==> src/rtl/binary_race_pkg.sv <==
// Shared definitions for the binary racing game: state codes, LFSR constants, score width, colours.
// Latency: n/a (declarations only).
// Backpressure: n/a (declarations only).
package binary_race_pkg;

  localparam int SCORE_W = 4;

  // Game states, shared with the renderer
  localparam logic [2:0] ST_TITLE = 3'd0;
  localparam logic [2:0] ST_PLAY  = 3'd1;
  localparam logic [2:0] ST_SCORE = 3'd2;
  localparam logic [2:0] ST_WIN   = 3'd3;
  localparam logic [2:0] ST_LOSE  = 3'd4;

  // Galois LFSR for x^16+x^14+x^13+x^11+1, right-shifting
  localparam logic [15:0] LFSR_SEED = 16'hACE1;
  localparam logic [15:0] LFSR_TAPS = 16'hB400;

  // 12-bit RGB colours used by the renderer for sprites and background
  localparam logic [11:0] COLOR_BG     = 12'h000;
  localparam logic [11:0] COLOR_TARGET = 12'hFF0;
  localparam logic [11:0] COLOR_P0     = 12'hF00;
  localparam logic [11:0] COLOR_P1     = 12'h0F0;
  localparam logic [11:0] COLOR_P2     = 12'h00F;
  localparam logic [11:0] COLOR_P3     = 12'hF0F;
  localparam logic [11:0] COLOR_CPU    = 12'hFFF;

  // Score increment that sticks at the top of the range instead of wrapping
  function automatic logic [SCORE_W-1:0] sat_inc(input logic [SCORE_W-1:0] s);
    return (s == '1) ? s : s + SCORE_W'(1);
  endfunction

endpackage

==> src/rtl/binary_race_lfsr.sv <==
// Free-running 16-bit Galois LFSR; exposes its low WIDTH bits as the next target candidate.
// Latency: candidate changes every clk, registered output.
// Backpressure: none, advances unconditionally.
module binary_race_lfsr
  import binary_race_pkg::*;
#(
  parameter int WIDTH = 8
) (
  input  logic             clk,
  input  logic             rst,
  output logic [WIDTH-1:0] cand
);

  logic [15:0] lfsr;

  // Shift right each clk, folding the tap mask in when a one falls out of bit 0
  always_ff @(posedge clk or negedge rst) begin
    if (!rst) begin
      lfsr <= LFSR_SEED;
    end else begin
      lfsr <= {1'b0, lfsr[15:1]} ^ (lfsr[0] ? LFSR_TAPS : 16'h0000);
    end
  end

  assign cand = lfsr[WIDTH-1:0];

endmodule

==> src/rtl/binary_race_core.sv <==
// Game FSM for the binary race: players match a random target, first to WIN_SCORE wins; CPU opponent under BINARY_RACE_CPU_EN.
// Latency: match sampled at edge k -> score/point/target/state at k+1 -> WIN or PLAY at k+2.
// Backpressure: none; inputs are sampled every clk, tick only paces the CPU opponent.
module binary_race_core
  import binary_race_pkg::*;
#(
  parameter int NUM_PLAYERS = 2,
  parameter int WIDTH       = 8,
  parameter int WIN_SCORE   = 3,
  parameter int CPU_PERIOD  = 64,
  parameter int IDX_W       = 3
) (
  input  logic                           clk,
  input  logic                           rst,
  input  logic                           tick,
  input  logic                           start_single,
  input  logic                           start_multi,
  input  logic [NUM_PLAYERS*WIDTH-1:0]   player_in,
  output logic [WIDTH-1:0]               target,
  output logic [2:0]                     state,
  output logic                           single_player,
  output logic [NUM_PLAYERS*SCORE_W-1:0] score,
  output logic [SCORE_W-1:0]             cpu_score,
  output logic [NUM_PLAYERS-1:0]         point,
  output logic [IDX_W-1:0]               winner
);

  logic [2:0]             state_q;
  logic [WIDTH-1:0]       target_q;
  logic                   single_q;
  logic [IDX_W-1:0]       winner_q;
  logic [NUM_PLAYERS-1:0] point_q;
  logic [NUM_PLAYERS-1:0] armed;
  logic [SCORE_W-1:0]     score_q [NUM_PLAYERS];
  logic [SCORE_W-1:0]     cpu_score_q;

  logic                   prev_single, prev_multi;
  logic                   edge_single, edge_multi, go_title;
  logic [NUM_PLAYERS-1:0] differ, match, hit_oh, win_flag;
  logic                   hit, win_any, cpu_lose;
  logic [IDX_W-1:0]       win_idx;
  logic [WIDTH-1:0]       cand, next_target;

  binary_race_lfsr #(.WIDTH(WIDTH)) u_lfsr (
    .clk  (clk),
    .rst  (rst),
    .cand (cand)
  );

  // Button presses are rising edges between consecutive clk samples
  assign edge_single = start_single & ~prev_single;
  assign edge_multi  = start_multi & ~prev_multi;
  assign go_title    = ((state_q == ST_WIN) || (state_q == ST_LOSE)) && (edge_single || edge_multi);

  // Never present the same target twice in a row
  assign next_target = (cand == target_q) ? (cand ^ WIDTH'(1)) : cand;

  for (genvar p = 0; p < NUM_PLAYERS; p++) begin : g_player
    assign differ[p]   = (player_in[p*WIDTH +: WIDTH] != target_q);
    // Only player 0 competes in single-player mode
    assign match[p]    = (state_q == ST_PLAY) && armed[p] && ((p == 0) || !single_q) && !differ[p];
    assign win_flag[p] = (score_q[p] >= SCORE_W'(WIN_SCORE));
    assign score[p*SCORE_W +: SCORE_W] = score_q[p];
  end

  // Lowest-index matching player is the only one that scores
  assign hit     = |match;
  assign hit_oh  = match & (~match + NUM_PLAYERS'(1));
  assign win_any = |win_flag;

  // Index of the lowest player that has reached the winning score
  always_comb begin
    win_idx = '0;
    for (int p = NUM_PLAYERS - 1; p >= 0; p--) begin
      if (win_flag[p]) win_idx = IDX_W'(p);
    end
  end

`ifdef BINARY_RACE_CPU_EN
  localparam int CNT_W = (CPU_PERIOD > 1) ? $clog2(CPU_PERIOD) : 1;
  logic [CNT_W-1:0] cpu_cnt;

  // CPU opponent: one point per CPU_PERIOD ticks; a wrap that collides with a player point waits for the next tick
  always_ff @(posedge clk or negedge rst) begin
    if (!rst) begin
      cpu_cnt     <= '0;
      cpu_score_q <= '0;
    end else if ((state_q == ST_TITLE) || go_title) begin
      cpu_cnt     <= '0;
      cpu_score_q <= '0;
    end else if ((state_q == ST_PLAY) && single_q && tick) begin
      if (cpu_cnt == CNT_W'(CPU_PERIOD - 1)) begin
        if (!hit) begin
          cpu_cnt     <= '0;
          cpu_score_q <= sat_inc(cpu_score_q);
        end
      end else begin
        cpu_cnt <= cpu_cnt + CNT_W'(1);
      end
    end
  end

  assign cpu_lose = (state_q == ST_PLAY) && single_q && (cpu_score_q >= SCORE_W'(WIN_SCORE));
`else
  localparam int UNUSED_CPU_PERIOD = CPU_PERIOD;
  logic unused_tick;
  assign unused_tick = tick;
  assign cpu_score_q = '0;
  assign cpu_lose    = 1'b0;
`endif

  // Main game FSM with target load, re-arm tracking and score bookkeeping
  always_ff @(posedge clk or negedge rst) begin
    if (!rst) begin
      state_q     <= ST_TITLE;
      target_q    <= '0;
      single_q    <= 1'b0;
      winner_q    <= '0;
      point_q     <= '0;
      armed       <= '0;
      prev_single <= 1'b0;
      prev_multi  <= 1'b0;
      for (int p = 0; p < NUM_PLAYERS; p++) score_q[p] <= '0;
    end else begin
      prev_single <= start_single;
      prev_multi  <= start_multi;
      point_q     <= '0;
      case (state_q)
        ST_TITLE: begin
          armed <= '0;
          for (int p = 0; p < NUM_PLAYERS; p++) score_q[p] <= '0;
          if (edge_single || edge_multi) begin
            state_q  <= ST_PLAY;
            single_q <= edge_single;
            target_q <= next_target;
          end
        end
        ST_PLAY: begin
          armed <= armed | differ;
          if (cpu_lose) begin
            state_q  <= ST_LOSE;
            winner_q <= IDX_W'(NUM_PLAYERS);
          end else if (hit) begin
            for (int p = 0; p < NUM_PLAYERS; p++) begin
              if (hit_oh[p]) score_q[p] <= sat_inc(score_q[p]);
            end
            point_q  <= hit_oh;
            target_q <= next_target;
            armed    <= '0;
            state_q  <= ST_SCORE;
          end
        end
        ST_SCORE: begin
          armed <= armed | differ;
          if (win_any) begin
            state_q  <= ST_WIN;
            winner_q <= win_idx;
          end else begin
            state_q  <= ST_PLAY;
          end
        end
        ST_WIN, ST_LOSE: begin
          if (go_title) begin
            state_q <= ST_TITLE;
            armed   <= '0;
            for (int p = 0; p < NUM_PLAYERS; p++) score_q[p] <= '0;
          end
        end
        default: state_q <= ST_TITLE;
      endcase
    end
  end

  assign target        = target_q;
  assign state         = state_q;
  assign single_player = single_q;
  assign cpu_score     = cpu_score_q;
  assign point         = point_q;
  assign winner        = winner_q;

endmodule

==> config.mk <==
export PLATFORM = sky130hd
export DESIGN_NAME = binary_race_core
export DESIGN_NICKNAME = d
export VERILOG_FILES = /design/src/rtl/binary_race_pkg.sv /design/src/rtl/binary_race_lfsr.sv /design/src/rtl/binary_race_core.sv
export SDC_FILE = /design/constraint.sdc
export NUM_CORES = 1
export LEC_CHECK = 0
export BUFFER_PORTS_ARGS = -buffer_cell sky130_fd_sc_hd__buf_2
export CAP_MARGIN = 10
export CORE_MARGIN = 2
export CORE_UTILIZATION = 49
export DETAILED_ROUTE_END_ITERATION = 12
export GPL_TIMING_DRIVEN = 1
export MAX_ROUTING_LAYER = met4
export PLACE_DENSITY = 0.78
export SETUP_SLACK_MARGIN = 0.1
export SLEW_MARGIN = 15
export SYNTH_ARGS = -nofsm -noshare
export SYNTH_HDL_FRONTEND = slang
export SYNTH_SLANG_ARGS = --single-unit
export TNS_END_PERCENT = 20
==> constraint.sdc <==
create_clock -name clk -period 2.05 [get_ports clk]
set_clock_uncertainty 0.15 [all_clocks]
set_input_delay 0 -clock clk [delete_from_list [all_inputs] [get_ports clk]]
set_output_delay 0 -clock clk [all_outputs]
set_load 0.1 [all_outputs]
==> results of run 1 <==
==> worst max path at each step <==
stage                     slack [ns]        end  depth (start not counted)      start
after detailed placement       -0.14  target[3]                          5  target[0]
after global placement         -0.07  target[5]                          5  target[0]
after CTS                      -0.14  target[2]                          6  target[2]
after global routing           -0.19   score[7]                          5  target[7]
after floorplan                -0.27  target[5]                          5  target[0]
final                          -0.11  target[3]                          7  target[1]
==> power by group <==
part / internal [mW] / switching (mW) / leakage [nW]
clock network: 0.241 / 0.299 / 0.0452
registers: 0.913 / 0.0723 / 0.523
logic: 0.645 / 0.997 / 0.995
==> critical path, stage by stage, from the launching register on <==
cell	delay (ns)
dfrtp_4	0.50
buf_4	0.16
xor2_1	0.15
nor2_1	0.22
nand4_1	0.23
o211ai_4	0.16
buf_6	0.16
mux2_4	0.30
==> layer usage <==
layer,track usage (%),share of wire (%)
met1,28.0,43
met2,40.5,50
met3,4.86,4.9
met4,8.39,2.2
met5,-,0
==> repair_timing <==
action | CTS | global route
gates cloned | 0 | 0
buffers inserted | 5 | 2
hold endpoints to repair | 27 | 0
pin swaps | 10 | 10
hold buffers | 3 | 0
setup endpoints to repair | 19 | 21
gates resized for setup | 17 | 22
==> Yosys cell counts, types with 5 or more instances <==
cell	number
mux2i_1	6
nor2_1	8
a31oi_1	6
o21ai_0	7
a21oi_1	8
mux2_2	7
buf_4	7
inv_1	7
clkbuf_1	5
nand3_1	7
dfstp_2	8
xor2_1	24
ha_1	7
dfrtp_1	34
nand2_1	10
==> flip-flops by register name, indices dropped and copies added (netlist names) <==
signal / count
armed: 2
winner: 1
u_lfsr.lfsr: 16
state: 2
score: 8
prev_multi: 1
point: 2
single_player: 1
target: 8
prev_single: 1
==> cell type report <==
class,instances,share of cell area (%)
clock buffers,6,2.25
clock inverters,2,0.427
inverters,8,1.13
multi-input cells,149,41.5
flip-flops and latches,42,34.1
well taps,52,2.02
repair buffers,89,18.6
==> cell families (layout without fill, tap and decap cells) <==
family | Yosys count | after routing | synth area share, %
adders and majority gates | 7 | 7 | 3.84
muxes | 14 | 14 | 6.59
xor gates and xnor gates | 27 | 27 | 10.4
and+or+nand+nor | 50 | 50 | 14.1
AOI/OAI and AO/OA | 44 | 44 | 13.5
DFF | 42 | 42 | 46.6
buffers and inverters | 21 | 105 | 4.94
other | 1 | 7 | 0.165
==> metrics.yaml, run 1 <==
violations: "negative setup slack"
clockBufferDepth: 2
placed_cell_area_um2: 2850
rsz0062_at_grt: "true"
core_area_um2: 4410
yosysTopAreaCell: "dfrtp_1"
cts-htree-levels: 2
cp-start-kind: "flop"
portBuffers: 41
final-setup-viol-count: 13
grt_antenna_before_repair: 0
netlist_area_um2: 2280
viasPerCell: 5.52
r2r_slack_ns: -0.11
start_util_pct: 51.6
wire_per_inst_um: 16.1
final_cells: 348
core.rowCount: 24
clkSinkCount: 42
grt_pass1_vias: 1922
first_pass_iters: 4
final_area_um2: 3220
die_x_um: 72.2
rr_worst_depth: 7
cts_tree: "built"
multi_input_area_um2: 1340
synth_seq_cells: 42
arrival_ns: 2.20
avgSynthCellArea_um2: 11.1
synth-edff-count: 0
timing.final.ws_setup_ns: -0.108
worst_slew_pin_slew_ns: 0.729
hpwl_mm: 3.93
power_mw: 3.17
whs_path_depth: 5
vdd_drop_max_v: 0.00102
io-pin-count: 50
power_density_nw_per_um2: 983
fin_util_pct: 73.0
antenna_left: 0
hold_viol_final: 0
hp-class: "in2reg"
seqCellArea_um2: 1100
final_common_cell: "buf_2"
layout_common_cells: "41 x buf_2, 40 x buf_4, 23 x dfrtp_1"
async_flop_share_pct: 100
final_nets: 323
fin_crit_ns: 2.16
insertion_delay_ns: 0.30
grt_use_total_pct: 23.8
clk_pin_slew_ns: 0.09
die_y_um: 72.2
max-cap-violations: 0
status: "finished with violations"
grt_max_degree: 36
slew_viol_final: 0
routed_wl_mm: 5.59
grt_overflow_total: 0
post-route-period-util_pct: 105
die_area_um2: 5210
fin_tns_setup_ns: -1.05
min-delay-start: "player_in[7]"
pre_cts_ws_ns: -0.144
r2r-end: "target[3]"
r2r_start: "target[1]"
ys_seq_area_share_pct: 46.6
p_leak_nw: 1.56
dr.first_iter.drc_count: 152
gp_congestion: 0.878
antenna_cells: 0
crit_path_end_kind: "flop"
hold_path_end: "armed[0]"
whs_ns: 0.0671
synth.area.top_cells: "dfrtp_1 37%, dfstp_2 9.2%, xor2_1 9.2%"
drive_above_1_share_pct: 52.0
fillers: 297
ys.flop_type: "dfrtp_1"
worst-endpoint-required_ns: 2.09
synth_top_area_share_pct: 37.3
dpl.cell_count: 330
drc: 0
fmax_ghz: 0.463
layout-area-overhead-vs-synth_pct: 41.4
yosysWarnings: 0
numCtsBuffers: 5
grt_first_pass_wirelength_mm: 9.09
path_max_fanout: 5
slew_headroom_pct: 51.4
path_class: "reg2reg"
ys_types: 50
clockRootBuffer: "clkbuf_8"
netlist_instances: 206
vias: 1920
(Power assumes the default switching activity.)
==> run 2, diff against run 1 <==
--- a/config.mk
+++ b/config.mk
@@ -7,12 +7,14 @@
 export LEC_CHECK = 0
 export BUFFER_PORTS_ARGS = -buffer_cell sky130_fd_sc_hd__buf_2
 export CAP_MARGIN = 10
+export CELL_PAD_IN_SITES_DETAIL_PLACEMENT = 0
+export CELL_PAD_IN_SITES_GLOBAL_PLACEMENT = 1
 export CORE_MARGIN = 2
-export CORE_UTILIZATION = 49
+export CORE_UTILIZATION = 42
 export DETAILED_ROUTE_END_ITERATION = 12
 export GPL_TIMING_DRIVEN = 1
 export MAX_ROUTING_LAYER = met4
-export PLACE_DENSITY = 0.78
+export PLACE_DENSITY = 0.81
 export SETUP_SLACK_MARGIN = 0.1
 export SLEW_MARGIN = 15
 export SYNTH_ARGS = -nofsm -noshare
==> constraint.sdc (replaced) <==
create_clock -name clk -period 2 [get_ports clk]
set_clock_uncertainty 0.15 [all_clocks]
set_input_delay 0 -clock clk [delete_from_list [all_inputs] [get_ports clk]]
set_output_delay 0 -clock clk [all_outputs]
set_load 0.1 [all_outputs]
==> metrics.yaml, run 2 (same netlist as run 1, synthesis figures left out) <==
numCtsBuffers: 5  # unchanged
layout_common_cells: "44 x buf_4, 41 x buf_2, 23 x dfrtp_1"  # was 41 x buf_2, 40 x buf_4, 23 x dfrtp_1
cpPeakStageDelay_ns: 0.49  # was 0.50 ns
portBuffers: 41  # unchanged
timing.final.ws_setup_ns: -0.173  # was -0.108 ns
core.rowCount: 26  # was 24
post-route-period-util_pct: 109  # was 105%
crit_family: "simple AND/OR/NAND/NOR gates"  # was flip-flops
critical_path.cell_chain: "buf_4 -> xor2_1 -> nor2_1 -> nand4_1 -> o211ai_4 -> buf_6 -> mux2_4"  # unchanged
fillers: 412  # was 297
die_x_um: 77.7  # was 72.2 um
violations: "negative setup slack"  # unchanged
drive_above_1_share_pct: 51.5  # was 52.0%
grt_max_degree: 43  # was 36
slowest_stage: "dfrtp_4"  # unchanged
hp-class: "in2reg"  # unchanged
slew_viol_final: 0  # unchanged
seqCellArea_um2: 1100  # unchanged
slew_headroom_pct: 65.0  # was 51.4%
grt_first_pass_wirelength_mm: 9.04  # was 9.09 mm
io-pin-count: 50  # unchanged
final-setup-viol-count: 14  # was 13
path_class: "reg2reg"  # unchanged
largest_reg_flops: 16  # unchanged
power_density_nw_per_um2: 1060  # was 983 nW/um2
core_area_um2: 5170  # was 4410 um2
grt_use_total_pct: 19.9  # was 23.8%
vias: 1896  # was 1920
hpwl_mm: 3.88  # was 3.93 mm
clockRootBuffer: "clkbuf_8"  # unchanged
cp-start-kind: "flop"  # unchanged
antenna_cells: 0  # unchanged
vdd_drop_max_v: 0.000950  # was 0.00102 V
path_max_fanout: 4  # was 5
wire_per_inst_um: 14.8  # was 16.1 um
fin_util_pct: 63.3  # was 73.0%
fin_crit_ns: 2.17  # was 2.16 ns
antenna_left: 0  # unchanged
gp_congestion: 0.913  # was 0.878
fmax_ghz: 0.460  # was 0.463 GHz
first_pass_iters: 4  # unchanged
power_mw: 3.48  # was 3.17 mW
drc: 0  # unchanged
layout-area-overhead-vs-synth_pct: 43.7  # was 41.4%
final_common_cell: "buf_4"  # was buf_2
insertion_delay_ns: 0.31  # was 0.30 ns
hold_viol_final: 0  # unchanged
start_util_pct: 44.0  # was 51.6%
multi_input_area_um2: 1310  # was 1340 um2
grt_antenna_before_repair: 0  # unchanged
cts_tree: "built"  # unchanged
clockBufferDepth: 2  # unchanged
p_leak_nw: 1.59  # was 1.56 nW
final_nets: 328  # was 323
worst-endpoint-required_ns: 2.04  # was 2.09 ns
largest-register: "u_lfsr.lfsr"  # unchanged
routed_wl_mm: 5.50  # was 5.59 mm
max-cap-violations: 0  # unchanged
arrival_ns: 2.21  # was 2.20 ns
grt_pass1_vias: 1860  # was 1922
cts-htree-levels: 2  # unchanged
status: "finished with violations"  # unchanged
viasPerCell: 5.11  # was 5.52
crit_path_end_kind: "flop"  # unchanged
grt_overflow_total: 0  # unchanged
clk_pin_slew_ns: 0.09  # about the same
die_y_um: 77.7  # was 72.2 um
rsz0062_at_grt: "true"  # unchanged
worst_slew_pin_slew_ns: 0.525  # was 0.729 ns
clkSinkCount: 42  # unchanged
die_area_um2: 6030  # was 5210 um2
cp_num_buf_inv: 2  # unchanged
dr.first_iter.drc_count: 120  # was 152
## run 2: cell types whose count changed in the layout (fill, tap and decap cells not counted), sizes merged
cell / delta
inv: +1
bufinv: +1
buf: +5
clkinv: -1
clkbuf: -1
## run 2: worst register-to-register path, stage by stage (launching register included)
cell and delay, ns:
dfrtp_4 0.49, buf_4 0.14, xor2_1 0.15, nor2_1 0.28, nand4_1 0.24, o211ai_4 0.14, buf_6 0.16, mux2_4 0.30
## run 2: area by class of cell
cell class	instances	share of cell area, %
inverters	8	1.11
flip-flops and latches	42	33.5
repair buffers	94	19.3
well taps	70	2.67
clock inverters	3	1.34
clock buffers	5	2.10
multi-input cells	149	39.9
## run 2: final timing paths
check	slack, ns	cells past startpoint	from	endpoint
max in group asynchronous	1.15	3	rst	target[6]
worst max register to register	-0.17	7	target[0]	target[2]
worst max-delay path	-0.17	7	target[0]	target[2]
worst min-delay path	0.13	5	player_in[7]	armed[0]
min in group asynchronous	0.14	3	rst	u_lfsr.lfsr[8]
worst min register to register	0.21	0	u_lfsr.lfsr[8]	u_lfsr.lfsr[7]
## run 2: metrics by stage
| stage | TNS, ns | cell area, um2 | instances | hold slack (ns) | worst slack (ns) |
|---|---|---|---|---|---|
| floorplan | -3.99 | 2390 | 212 | -0.446 | -0.321 |
| global placement | -1.54 | 2920 | 354 | -0.0568 | -0.138 |
| detailed placement | -2.04 | 2920 | 354 | -0.0466 | -0.182 |
| CTS | -1.73 | 3160 | 368 | 0.0920 | -0.149 |
| global route | -3.22 | 3270 | 371 | 0.170 | -0.264 |
| finish | -1.69 | 3270 | 371 | 0.132 | -0.173 |
## run 2: layer usage
metal / up-vias / track usage, % / wire length [um]
met5: - / - / 0
met4: 0 / 8.39 / 145
met3: 12 / 3.49 / 230
met2: 56 / 29.7 / 2570
met1: 918 / 26.8 / 2550
li1: 910 / - / -
## run 2: where the power goes
group	switching [mW]	internal, mW
Combinational	1.05	0.746
Clock	0.318	0.374
Sequential	0.0563	0.936
Total	1.42	2.06
## run 2: repair_timing
| action | 4_1_cts | 5_1_grt |
|---|---|---|
| setup endpoints to repair | 20 | 20 |
| endpoints found under the hold margin | 44 | 0 |
| buffers inserted | 3 | 3 |
| resized for setup | 17 | 17 |
| pin swaps | 7 | 7 |
| hold buffers | 3 | 0 |
